$ cat src/rtl/cc_miss_req_scheduler_if.sv
// Miss request / AXI AR / line-fill bus bundle.
// slave: scheduler side, master: cache and memory side.
interface cc_miss_req_scheduler_if;
  logic        miss_req_valid_i;
  logic [31:0] miss_req_addr_i;
  logic        miss_req_ready_o;
  logic        mem_arvalid_o;
  logic        mem_arready_i;
  logic [31:0] mem_araddr_o;
  logic [3:0]  mem_arlen_o;
  logic [2:0]  mem_arsize_o;
  logic [1:0]  mem_arburst_o;
  logic        mem_rvalid_i;
  logic        mem_rready_i;
  logic        mem_rlast_i;
  logic        miss_addr_fifo_full_i;
  logic        miss_addr_fifo_wren_o;
  logic [31:0] miss_addr_fifo_wdata_o;
  logic [2:0]  outstanding_o;
  logic        underflow_err_o;

  modport slave (
    input  miss_req_valid_i, miss_req_addr_i,
    input  mem_arready_i,
    input  mem_rvalid_i, mem_rready_i, mem_rlast_i,
    input  miss_addr_fifo_full_i,
    output miss_req_ready_o,
    output mem_arvalid_o, mem_araddr_o,
    output mem_arlen_o, mem_arsize_o, mem_arburst_o,
    output miss_addr_fifo_wren_o, miss_addr_fifo_wdata_o,
    output outstanding_o, underflow_err_o
  );

  modport master (
    output miss_req_valid_i, miss_req_addr_i,
    output mem_arready_i,
    output mem_rvalid_i, mem_rready_i, mem_rlast_i,
    output miss_addr_fifo_full_i,
    input  miss_req_ready_o,
    input  mem_arvalid_o, mem_araddr_o,
    input  mem_arlen_o, mem_arsize_o, mem_arburst_o,
    input  miss_addr_fifo_wren_o, miss_addr_fifo_wdata_o,
    input  outstanding_o, underflow_err_o
  );
endinterface

$ cat src/rtl/cc_miss_req_scheduler.sv
// Cache miss scheduler: one AR wrap burst per miss,
// credit-limited line fills tracked via R last beats.
module cc_miss_req_scheduler #(
  parameter int MAX_OUTSTANDING = 4
) (
  input logic                     clk,
  input logic                     rst,
  cc_miss_req_scheduler_if.slave  bus
);

  typedef enum logic {IDLE, ISSUE} state_t;

  localparam logic [2:0] MAX_CNT = 3'(MAX_OUTSTANDING);

  state_t      state;
  state_t      state_nxt;
  logic [31:0] araddr;
  logic [2:0]  cnt;
  logic        err;
  logic        accept;
  logic        done;
  logic [31:0] line_addr;

  assign line_addr = {bus.miss_req_addr_i[31:3], 3'b000};
  assign done = bus.mem_rvalid_i & bus.mem_rready_i
              & bus.mem_rlast_i;

  // Acceptance and next state; credit uses the registered count only
  always_comb begin
    accept    = 1'b0;
    state_nxt = state;
    case (state)
      IDLE: begin
        accept = ~rst & bus.miss_req_valid_i
               & ~bus.miss_addr_fifo_full_i
               & (cnt < MAX_CNT);
        if (accept) state_nxt = ISSUE;
      end
      ISSUE: begin
        if (bus.mem_arready_i) state_nxt = IDLE;
      end
      default: state_nxt = IDLE;
    endcase
  end

  // State register
  always_ff @(posedge clk) begin
    if (rst) state <= IDLE;
    else     state <= state_nxt;
  end

  // AR address captured at accept, held through backpressure
  always_ff @(posedge clk) begin
    if (rst)         araddr <= '0;
    else if (accept) araddr <= line_addr;
  end

  // Fill credit counter and sticky underflow flag
  always_ff @(posedge clk) begin
    if (rst) begin
      cnt <= '0;
      err <= 1'b0;
    end else begin
      case ({accept, done})
        2'b10: cnt <= cnt + 3'd1;
        2'b01: begin
          if (cnt == 3'd0) err <= 1'b1;
          else             cnt <= cnt - 3'd1;
        end
        default: cnt <= cnt;
      endcase
    end
  end

  assign bus.miss_req_ready_o       = accept;
  assign bus.miss_addr_fifo_wren_o  = accept;
  assign bus.miss_addr_fifo_wdata_o = line_addr;
  assign bus.mem_arvalid_o          = (state == ISSUE);
  assign bus.mem_araddr_o           = araddr;
  assign bus.mem_arlen_o            = 4'd7;
  assign bus.mem_arsize_o           = 3'd3;
  assign bus.mem_arburst_o          = 2'b10;
  assign bus.outstanding_o          = cnt;
  assign bus.underflow_err_o        = err;

endmodule

$ cat src/flat_wrapper.sv
// flat-port wrapper written by rule: the top's interface ports become plain ports
module cc_miss_req_scheduler_flat 
#(
  parameter int MAX_OUTSTANDING = 4
)
  (clk, rst, bus_miss_req_valid_i, bus_miss_req_addr_i, bus_mem_arready_i, bus_mem_rvalid_i, bus_mem_rready_i, bus_mem_rlast_i, bus_miss_addr_fifo_full_i, bus_miss_req_ready_o, bus_mem_arvalid_o, bus_mem_araddr_o, bus_mem_arlen_o, bus_mem_arsize_o, bus_mem_arburst_o, bus_miss_addr_fifo_wren_o, bus_miss_addr_fifo_wdata_o, bus_outstanding_o, bus_underflow_err_o);
  cc_miss_req_scheduler_if bus_i ();
  input logic clk;
  input logic rst;
  input wire logic [$bits(bus_i.miss_req_valid_i)-1:0] bus_miss_req_valid_i;
  input wire logic [$bits(bus_i.miss_req_addr_i)-1:0] bus_miss_req_addr_i;
  input wire logic [$bits(bus_i.mem_arready_i)-1:0] bus_mem_arready_i;
  input wire logic [$bits(bus_i.mem_rvalid_i)-1:0] bus_mem_rvalid_i;
  input wire logic [$bits(bus_i.mem_rready_i)-1:0] bus_mem_rready_i;
  input wire logic [$bits(bus_i.mem_rlast_i)-1:0] bus_mem_rlast_i;
  input wire logic [$bits(bus_i.miss_addr_fifo_full_i)-1:0] bus_miss_addr_fifo_full_i;
  output wire logic [$bits(bus_i.miss_req_ready_o)-1:0] bus_miss_req_ready_o;
  output wire logic [$bits(bus_i.mem_arvalid_o)-1:0] bus_mem_arvalid_o;
  output wire logic [$bits(bus_i.mem_araddr_o)-1:0] bus_mem_araddr_o;
  output wire logic [$bits(bus_i.mem_arlen_o)-1:0] bus_mem_arlen_o;
  output wire logic [$bits(bus_i.mem_arsize_o)-1:0] bus_mem_arsize_o;
  output wire logic [$bits(bus_i.mem_arburst_o)-1:0] bus_mem_arburst_o;
  output wire logic [$bits(bus_i.miss_addr_fifo_wren_o)-1:0] bus_miss_addr_fifo_wren_o;
  output wire logic [$bits(bus_i.miss_addr_fifo_wdata_o)-1:0] bus_miss_addr_fifo_wdata_o;
  output wire logic [$bits(bus_i.outstanding_o)-1:0] bus_outstanding_o;
  output wire logic [$bits(bus_i.underflow_err_o)-1:0] bus_underflow_err_o;
  assign bus_i.miss_req_valid_i = bus_miss_req_valid_i;
  assign bus_i.miss_req_addr_i = bus_miss_req_addr_i;
  assign bus_i.mem_arready_i = bus_mem_arready_i;
  assign bus_i.mem_rvalid_i = bus_mem_rvalid_i;
  assign bus_i.mem_rready_i = bus_mem_rready_i;
  assign bus_i.mem_rlast_i = bus_mem_rlast_i;
  assign bus_i.miss_addr_fifo_full_i = bus_miss_addr_fifo_full_i;
  assign bus_miss_req_ready_o = bus_i.miss_req_ready_o;
  assign bus_mem_arvalid_o = bus_i.mem_arvalid_o;
  assign bus_mem_araddr_o = bus_i.mem_araddr_o;
  assign bus_mem_arlen_o = bus_i.mem_arlen_o;
  assign bus_mem_arsize_o = bus_i.mem_arsize_o;
  assign bus_mem_arburst_o = bus_i.mem_arburst_o;
  assign bus_miss_addr_fifo_wren_o = bus_i.miss_addr_fifo_wren_o;
  assign bus_miss_addr_fifo_wdata_o = bus_i.miss_addr_fifo_wdata_o;
  assign bus_outstanding_o = bus_i.outstanding_o;
  assign bus_underflow_err_o = bus_i.underflow_err_o;
  cc_miss_req_scheduler #(.MAX_OUTSTANDING(MAX_OUTSTANDING)) u_core (.clk(clk), .rst(rst), .bus(bus_i));
endmodule
$ cat config.mk
export PLATFORM = sky130hd
export DESIGN_NAME = cc_miss_req_scheduler_flat
export DESIGN_NICKNAME = d
export VERILOG_FILES = /design/src/rtl/cc_miss_req_scheduler_if.sv /design/src/rtl/cc_miss_req_scheduler.sv /design/src/flat_wrapper.sv
export SDC_FILE = /design/constraint.sdc
export NUM_CORES = 1
export LEC_CHECK = 0
export BUFFER_PORTS_ARGS = -buffer_cell sky130_fd_sc_hd__buf_2
export CORE_MARGIN = 2
export CORE_UTILIZATION = 43
export DETAILED_ROUTE_END_ITERATION = 8
export PLACE_DENSITY_LB_ADDON = 0.1
export SLEW_MARGIN = 20
export SYNTH_ARGS = -nofsm -noshare
export SYNTH_HDL_FRONTEND = slang
export SYNTH_SLANG_ARGS = --single-unit
$ cat constraint.sdc
create_clock -name clk -period 4.05 [get_ports clk]
set_clock_uncertainty 0.2 [all_clocks]
set_input_delay 0.405 -clock clk [delete_from_list [all_inputs] [get_ports clk]]
set_output_delay 0.405 -clock clk [all_outputs]
set_load 0.01 [all_outputs]
==> results.toml, run 1 <==
[outcome]
status = "completed"

[power]
p_clk_frac = 0.406
p_seq_frac = 0.455
finalPower_mw = 0.774
switchingPower_mw = 0.187
power_frac_comb = 0.138
p_int_mw = 0.587
p_sw_frac = 0.242
leakage_nw = 0.989
powerDensity_mw_per_mm2 = 390
max-vdd-ir-drop_mv = 0.268

[yosys]
synth_largest_area_cell = "dfxtp_1"
synth_top_family_by_area = "buffers and inverters"
netlist_area_mm2 = 0.00163
synth-xor-area-share = 0.00537
synthAdderAreaFrac = 0.0123
avgSynthCellArea_um2 = 7.84
synth_warnings = 0
synth_cells = 208
synth_mux_area_frac = 0.0261
synth_compound_area_frac = 0.101
synth.distinct_cells = 26
synth-simple-area-share = 0.186
synth_top_area_frac = 0.417
ys_seq_area_frac = 0.417
synth_area_leaders = "dfxtp_1, buf_4, nand2_1, a21oi_1, nor2_1"
synth_seq_cells = 34

[setup_path]
crit_path_start_kind = "register"
arrival_ps = 2000
path_max_fanout = 32
critPathTopFamily = "simple AND/OR/NAND/NOR gates"
timing.critical_path.buf_inv = 2
timing_worst_setup_path_type = "reg -> out"
cp-end-kind = "output port"
critPathRequiredTime_ps = 3440
critPathSlowestCell = "or4_1"
cp_cell_sequence = "or4_1, clkinv_4, buf_2"
slowest_delay_ps = 860

[job]
drv_cap = 0

[sta]
holdWs_ps = 110
max_slew_margin = 0.571
drv_slew = 0
finalCritPeriodShare = 0.642
finalSetupViolCount = 0
tightest_slew_ps = 643
rsz0062_at_grt = "false"
post-route-min-period_ps = 2600
hold_viol_final = 0
fmax_mhz = 385
fin_setup_tns_ps = 0

[route]
num_vias = 1408
top_layer = "met4"
drt_iter0_drc = 74
wl_met2_mm = 1.62
wirelength_mm = 3.36
wl_met3_um = 249
drtAntennaViolNets = 0
wl_met1_mm = 1.46
drc = 0
via_per_inst = 4.36
routedWlPerCell_um = 10.4
dr.pass1.iters = 4

[die]
core_mm2 = 0.00366
ios = 120
rows = 22
die_area_mm2 = 0.00430
dieWidth_um = 65.6
die_y_um = 65.6
initial_core_util = 0.445

[hold_path]
hold_class = "in -> reg"

[clocking]
path_clk_slew_ps = 60
cts_made_buffers = 5
clk_latency_ps = 280
cts_root_buf = "clkbuf_8"
cts_buffer_depth = 2
cts_resized = 0
ctsHoldBuffers = 0
cts_tree = "done"
htreeDepth = 2
cts_sinks = 34
post_cts.repair.setup_buffers = 0

[global_route]
grt-ovfl-total = 0
antenna_found_initial = 0
grt_first_pass_wirelength_mm = 5.12
grt_max_degree = 38
grt_use_total = 0.158
grt_pass1_vias = 1191

[cells_and_area]
regArea_um2 = 681
n_antenna_cell = 0
fin_util = 0.542
area_growth_syn_to_layout_pct = 21.8
fillers = 394
final_nets = 316
final_cell_mix = "buf_2, nand2_1, dfxtp_1"
drive_above_1_share = 0.407
multi_input_area_um2 = 596
layout.cells.most_common = "buf_2"

[place]
hpwl_mm = 2.42
port-buffer-count = 101
place_congestion = 0.674
-- cells by family (layout without fill, tap and decap cells) --
logic type / count (synthesis) / count (layout)
AO/OA/AOI/OAI: 32 / 32
XOR/XNOR: 1 / 1
adder cells (fa/ha/maj): 1 / 1
buffers and inverters: 59 / 113
flip-flops: 34 / 34
multiplexers: 4 / 4
other: 2 / 15
AND/OR/NAND/NOR: 75 / 75
-- power groups by stage --
stage	registers (mW)	clock network [mW]	logic, mW
2_1_floorplan	0.366	0	0.0813
3_3_place_gp	0.360	0	0.108
3_5_place_dp	0.360	0	0.109
4_1_cts	0.353	0.322	0.109
5_1_grt	0.354	0.337	0.119
6_report	0.353	0.315	0.107
-- synthesized netlist by cell type, drive strengths merged --
cell	n
a21oi	29
a31oi	1
and3	1
buf	51
clkbuf	5
clkinv	1
conb	2
dfxtp	34
fa	1
inv	2
mux2	2
mux2i	2
nand2	59
nand2b	2
nand3	1
nand4	1
nor2	7
nor2b	1
nor3	1
o21ai	1
o32ai	1
or2	1
or4	1
xnor2	1
-- sequential cells by signal, indices dropped and copies added, names as in the netlist --
name,flops
u_core.bus.mem_araddr_o,29
u_core.bus.mem_arvalid_o,1
u_core.bus.outstanding_o,3
u_core.bus.underflow_err_o,1
-- layer usage --
layer / global-route usage / up-vias
met1: 0.184 / 618
met3: 0.0411 / 4
met4: 0.0938 / 0
met2: 0.260 / 59
met5: 0 / -
li1: - / 727
-- through the flow --
stage                     worst slack, ps  instances  area [µm²]
after CTS                            1400        323        1990
after detailed placement             1390        316        1870
final                                1450        323        1990
after global routing                 1310        323        1990
after global placement               1410        316        1870
after floorplan                      1650        221        1680
-- final timing paths --
| check | to | slack, ps | from | cells past startpoint |
|---|---|---|---|---|
| max | bus_miss_addr_fifo_wren_o | 1450 | u_core.bus.outstanding_o[2]$_SDFFE_PP0P_ | 3 |
| min | u_core.bus.mem_arvalid_o$_SDFF_PP0_ | 110 | bus_mem_arready_i | 2 |
| max reg2reg | u_core.bus.outstanding_o[2]$_SDFFE_PP0P_ | 1600 | u_core.bus.outstanding_o[2]$_SDFFE_PP0P_ | 7 |
| min reg2reg | u_core.bus.mem_araddr_o[7]$_SDFFE_PP0P_ | 250 | u_core.bus.mem_araddr_o[7]$_SDFFE_PP0P_ | 2 |
-- final cells by class --
class	instances	share of cell area
Timing Repair Buffer	103	0.262
Clock buffer	6	0.0416
Inverter	3	0.00819
Sequential cell	34	0.343
Tap cell	48	0.0302
Clock inverter	1	0.0151
Multi-Input combinational cell	128	0.300
Note: power is estimated with default switching activity, not from simulation.
==> run 2: changes to the inputs <==
- CORE_UTILIZATION: 43 -> 40
- clock period: 4.05 -> 2.5 ns (I/O delays scaled with it)
==> results.toml, run 2 (synthesized netlist as in run 1, its figures left out) <==
[outcome]
status = "completed"

[sta]
drv_slew = 0
fin_ws_ps = 251
finalSetupViolCount = 0
post-route-min-period_ps = 2250
fin_setup_tns_ps = 0
rsz0062_at_grt = "false"
hold_viol_final = 0
finalCritPeriodShare = 0.900
fmax_mhz = 445

[route]
via_per_inst = 4.41
drt_iter0_drc = 35
drc = 0
num_vias = 1454
drtAntennaViolNets = 0
routedWlPerCell_um = 10.6
dr.pass1.iters = 4
wirelength_mm = 3.49

[global_route]
grt_pass1_vias = 1159
grt_use_total = 0.153
grt_max_degree = 38
grt-ovfl-total = 0
grt_first_pass_wirelength_mm = 5.22
antenna_found_initial = 0

[setup_path]
cp-end-kind = "output port"
critPathTopFamily = "buffers and inverters"
critPathSlowestCell = "or4_1"
timing_worst_setup_path_type = "reg -> out"
timing.critical_path.buf_inv = 3
critPathRequiredTime_ps = 2050
crit_path_start_kind = "register"
cp_cell_sequence = "or4_1, buf_4, clkinv_4, buf_2"
path_max_fanout = 34
arrival_ps = 1800
slowest_delay_ps = 550

[clocking]
clk_latency_ps = 280
post_cts.repair.setup_buffers = 0
path_clk_slew_ps = 70
htreeDepth = 2
cts_root_buf = "clkbuf_8"
cts_sinks = 34
cts_buffer_depth = 2
cts_made_buffers = 5
cts_tree = "done"

[job]
drv_cap = 0

[cells_and_area]
final_nets = 321
n_antenna_cell = 0
fillers = 418
multi_input_area_um2 = 596
final_cell_mix = "buf_2, nand2_1, dfxtp_1"
fin_util = 0.513
layout.cells.most_common = "buf_2"
regArea_um2 = 681
drive_above_1_share = 0.404
postLayoutCellArea_mm2 = 0.00204
area_growth_syn_to_layout_pct = 24.9
largest_reg_flops = 29

[die]
ios = 120
dieWidth_um = 67.8
rows = 23
die_y_um = 67.8
die_area_mm2 = 0.00460
core_mm2 = 0.00397
initial_core_util = 0.411

[power]
leakage_nw = 1.01
powerDensity_mw_per_mm2 = 618
max-vdd-ir-drop_mv = 0.305

[hold_path]
hold_class = "in -> reg"

[place]
place_ws_ps = 249
placed_area_mm2 = 0.00188
place_congestion = 0.703
port-buffer-count = 101
hpwl_mm = 2.46
run 2: cell count changes in the layout (fill, tap and decap cells not counted):
cell           delta
buf_4             +1
dlygate4sd3_1     +4
run 2: cell type report:
cell class	count	share of cell area
inverters	3	0.00799
flip-flops and latches	34	0.334
clock buffers	6	0.0406
repair buffers	108	0.279
clock inverters	1	0.0148
multi-input cells	128	0.293
well taps	50	0.0307
run 2: where the power goes:
group          leakage (nW)  total (mW)  switching, mW  internal (mW)
clock                0.0573       0.506          0.187          0.319
sequential            0.276       0.571        0.00963          0.562
combinational         0.678       0.181          0.105         0.0762
run 2: final timing paths:
kind                                            startpoint                                       end  slack [ps]  cells past startpoint
setup reg to reg  u_core.bus.outstanding_o[2]$_SDFFE_PP0P_  u_core.bus.outstanding_o[2]$_SDFFE_PP0P_         270                      5
hold reg to reg    u_core.bus.mem_araddr_o[8]$_SDFFE_PP0P_   u_core.bus.mem_araddr_o[8]$_SDFFE_PP0P_         250                      2
setup / recovery  u_core.bus.outstanding_o[2]$_SDFFE_PP0P_                 bus_miss_addr_fifo_wren_o         250                      4
hold / removal                      bus_miss_req_addr_i[8]   u_core.bus.mem_araddr_o[8]$_SDFFE_PP0P_          10                      3
run 2: repair_timing:
action | CTS | global route
resized for setup | 0 | 0
hold endpoints to repair | 4 | 0
hold buffers | 4 | 0
run 2: metrics by stage:
| stage | cells | power (mW) | hold WS, ps |
|---|---|---|---|
| CTS | 330 | 1.28 | 0.0467 |
| finish | 330 | 1.26 | 12.4 |
| detailed placement | 319 | 0.762 | 243 |
| global placement | 319 | 0.760 | 239 |
| floorplan | 221 | 0.725 | 161 |
| global route | 330 | 1.33 | 9.87 |
run 2: worst min-delay path, cell delays in order:
cell     delay (ps)
buf_2           100
nand2_1          40
a21oi_1          50
run 2: layer usage:
layer	wire [µm]	vias to the layer above	global-route usage	share of wire
li1	-	740	-	-
met1	1550	635	0.189	0.44
met2	1560	72	0.243	0.45
met3	351	7	0.0543	0.10
met4	38	0	0.0600	0.011
met5	0	-	0	0
==> run 3: changes to the inputs <==
- ABC_AREA: unset -> 1
==> results.toml, run 3 <==
[outcome]
status = "completed"

[sta]
fmax_mhz = 546
fin_setup_tns_ps = 0
finalSetupViolCount = 0
hold_viol_final = 0
finalCritPeriodShare = 0.733
post-route-min-period_ps = 1830
rsz0062_at_grt = "false"
drv_slew = 0

[cells_and_area]
drive_above_1_share = 0.422
layout.cells.most_common = "buf_2"
area_growth_syn_to_layout_pct = 22.0
fin_util = 0.502
final_cell_mix = "buf_2, nor2_1, dfxtp_1"
instances_no_fill = 332
final_nets = 324
largest_reg_flops = 29
n_antenna_cell = 0

[route]
via_per_inst = 4.25
drc = 0
drt_iter0_drc = 82
routedWlPerCell_um = 10.2
dr.pass1.iters = 2
wirelength_mm = 3.38
drtAntennaViolNets = 0
num_vias = 1411

[power]
powerDensity_mw_per_mm2 = 595
switchingPower_mw = 0.307
leakage_nw = 1.06
max-vdd-ir-drop_mv = 0.300
p_clk_frac = 0.326
power_frac_comb = 0.178
finalPower_mw = 1.18
p_sw_frac = 0.261
p_seq_frac = 0.496
p_int_mw = 0.871

[clocking]
cts_made_buffers = 5
htreeDepth = 2
clk_latency_ps = 270
cts_sinks = 34
cts_tree = "done"
cts_buffer_depth = 2
cts_root_buf = "clkbuf_8"
path_clk_slew_ps = 60
post_cts.repair.setup_buffers = 0

[setup_path]
crit_path_start_kind = "register"
timing_worst_setup_path_type = "reg -> out"
arrival_ps = 1380
path_max_fanout = 23
critPathRequiredTime_ps = 2050
cp-end-kind = "output port"

[place]
place_congestion = 0.789
port-buffer-count = 101
placed_cells = 325
hpwl_mm = 2.45

[yosys]
synth_most_common_cell = "nor2_1"
avgSynthCellArea_um2 = 7.66
synth_area_leaders = "dfxtp_1, buf_4, nor2_1, o21ai_0, inv_1"
synth_edf_count = 0
synthFlopType = "dfxtp_1"
synth_seq_cells = 34
synth_warnings = 0
netlist_top_cells_count = "nor2_1, buf_4, dfxtp_1, o21ai_0, inv_1"
ys_seq_area_frac = 0.419
netlist_area_mm2 = 0.00162
synth.distinct_cells = 20
ys_async_sr_fraction = 0
synth_cells = 212
synth_top_area_frac = 0.419
synth_largest_area_cell = "dfxtp_1"

[global_route]
antenna_found_initial = 0
grt_use_total = 0.150
grt_first_pass_wirelength_mm = 5.06
grt-ovfl-total = 0
grt_max_degree = 29
grt_pass1_vias = 1129

[die]
initial_core_util = 0.412
rows = 23
ios = 120
die_area_mm2 = 0.00459
core_mm2 = 0.00394
dieWidth_um = 67.7
die_y_um = 67.7

[hold_path]
hold_class = "in -> reg"

[job]
drv_cap = 0
## run 3: changes by cell type in the layout (fill, tap and decap cells not counted), moves of 2 or more
cell	previous run	this run
a21oi_1	29	2
dlygate4sd3_1	4	1
inv_1	2	7
mux2_1	2	0
mux2i_1	2	0
nand2_1	59	5
nand2_2	0	3
nand2b_1	2	0
nand3_1	1	4
nor2_1	7	61
nor2_2	0	2
o21ai_0	1	30
o21ai_1	0	2
## run 3: worst paths after layout
check	depth (start not counted)	start	slack, ps	end
setup reg to reg	10	u_core.bus.outstanding_o[2]$_SDFFE_PP0P_	810	u_core.bus.outstanding_o[2]$_SDFFE_PP0P_
hold / removal	3	bus_miss_req_addr_i[26]	30	u_core.bus.mem_araddr_o[26]$_SDFFE_PP0P_
hold reg to reg	1	u_core.bus.underflow_err_o$_SDFFE_PP0P_	270	u_core.bus.underflow_err_o$_SDFFE_PP0P_
setup / recovery	4	u_core.bus.outstanding_o[2]$_SDFFE_PP0P_	670	bus_miss_addr_fifo_wren_o
## run 3: through the flow
step	worst slack, ps	cell area, µm²	hold WS, ps
4_1_cts	632	1980	25.9
2_1_floorplan	858	1670	161
3_3_place_gp	828	1890	243
5_1_grt	560	1980	38.1
6_report	668	1980	33.2
3_5_place_dp	808	1890	249
## run 3: routing by layer
| layer | global-route usage | vias up | wire length [µm] |
|---|---|---|---|
| li1 | - | 740 | - |
| met1 | 0.183 | 604 | 1460 |
| met2 | 0.233 | 61 | 1540 |
| met3 | 0.0617 | 6 | 331 |
| met4 | 0.0612 | 0 | 43 |
| met5 | 0 | - | 0 |
## run 3: layout make-up
cell class / count / area (µm²)
Tap cell: 50 / 62.6
Sequential cell: 34 / 681
Fill cell: 434 / 1960
Timing Repair Buffer: 105 / 538
Clock buffer: 6 / 82.6
Inverter: 9 / 35.0
Multi-Input combinational cell: 128 / 582
## run 3: power by group through the flow
stage / clock (mW) / sequential, mW / combinational [mW]
finish: 0.384 / 0.585 / 0.209
global route: 0.427 / 0.589 / 0.240
CTS: 0.405 / 0.585 / 0.213
detailed placement: 0 / 0.597 / 0.211
global placement: 0 / 0.597 / 0.210
floorplan: 0 / 0.612 / 0.149
## run 3: cells by family (layout without fill, tap and decap cells)
logic type,after synthesis,after routing,synth area share
AOI/OAI and AO/OA,35,35,0.109
adders and majority gates,1,1,0.0123
buffers and inverters,63,120,0.253
DFF,34,34,0.419
other,2,15,0.00462
and+or+nand+nor,77,77,0.202
## run 3: worst max-delay path, stage by stage, from the launching register on
cell,delay (ps)
dfxtp_1,360
nor2_2,70
nand3_4,120
clkinv_2,290
buf_2,260
## run 3: timing repair
item / 4_1_cts / 5_1_grt
gates resized for setup: 0 / 0
hold endpoints to repair: 1 / 0
hold buffers: 1 / 0
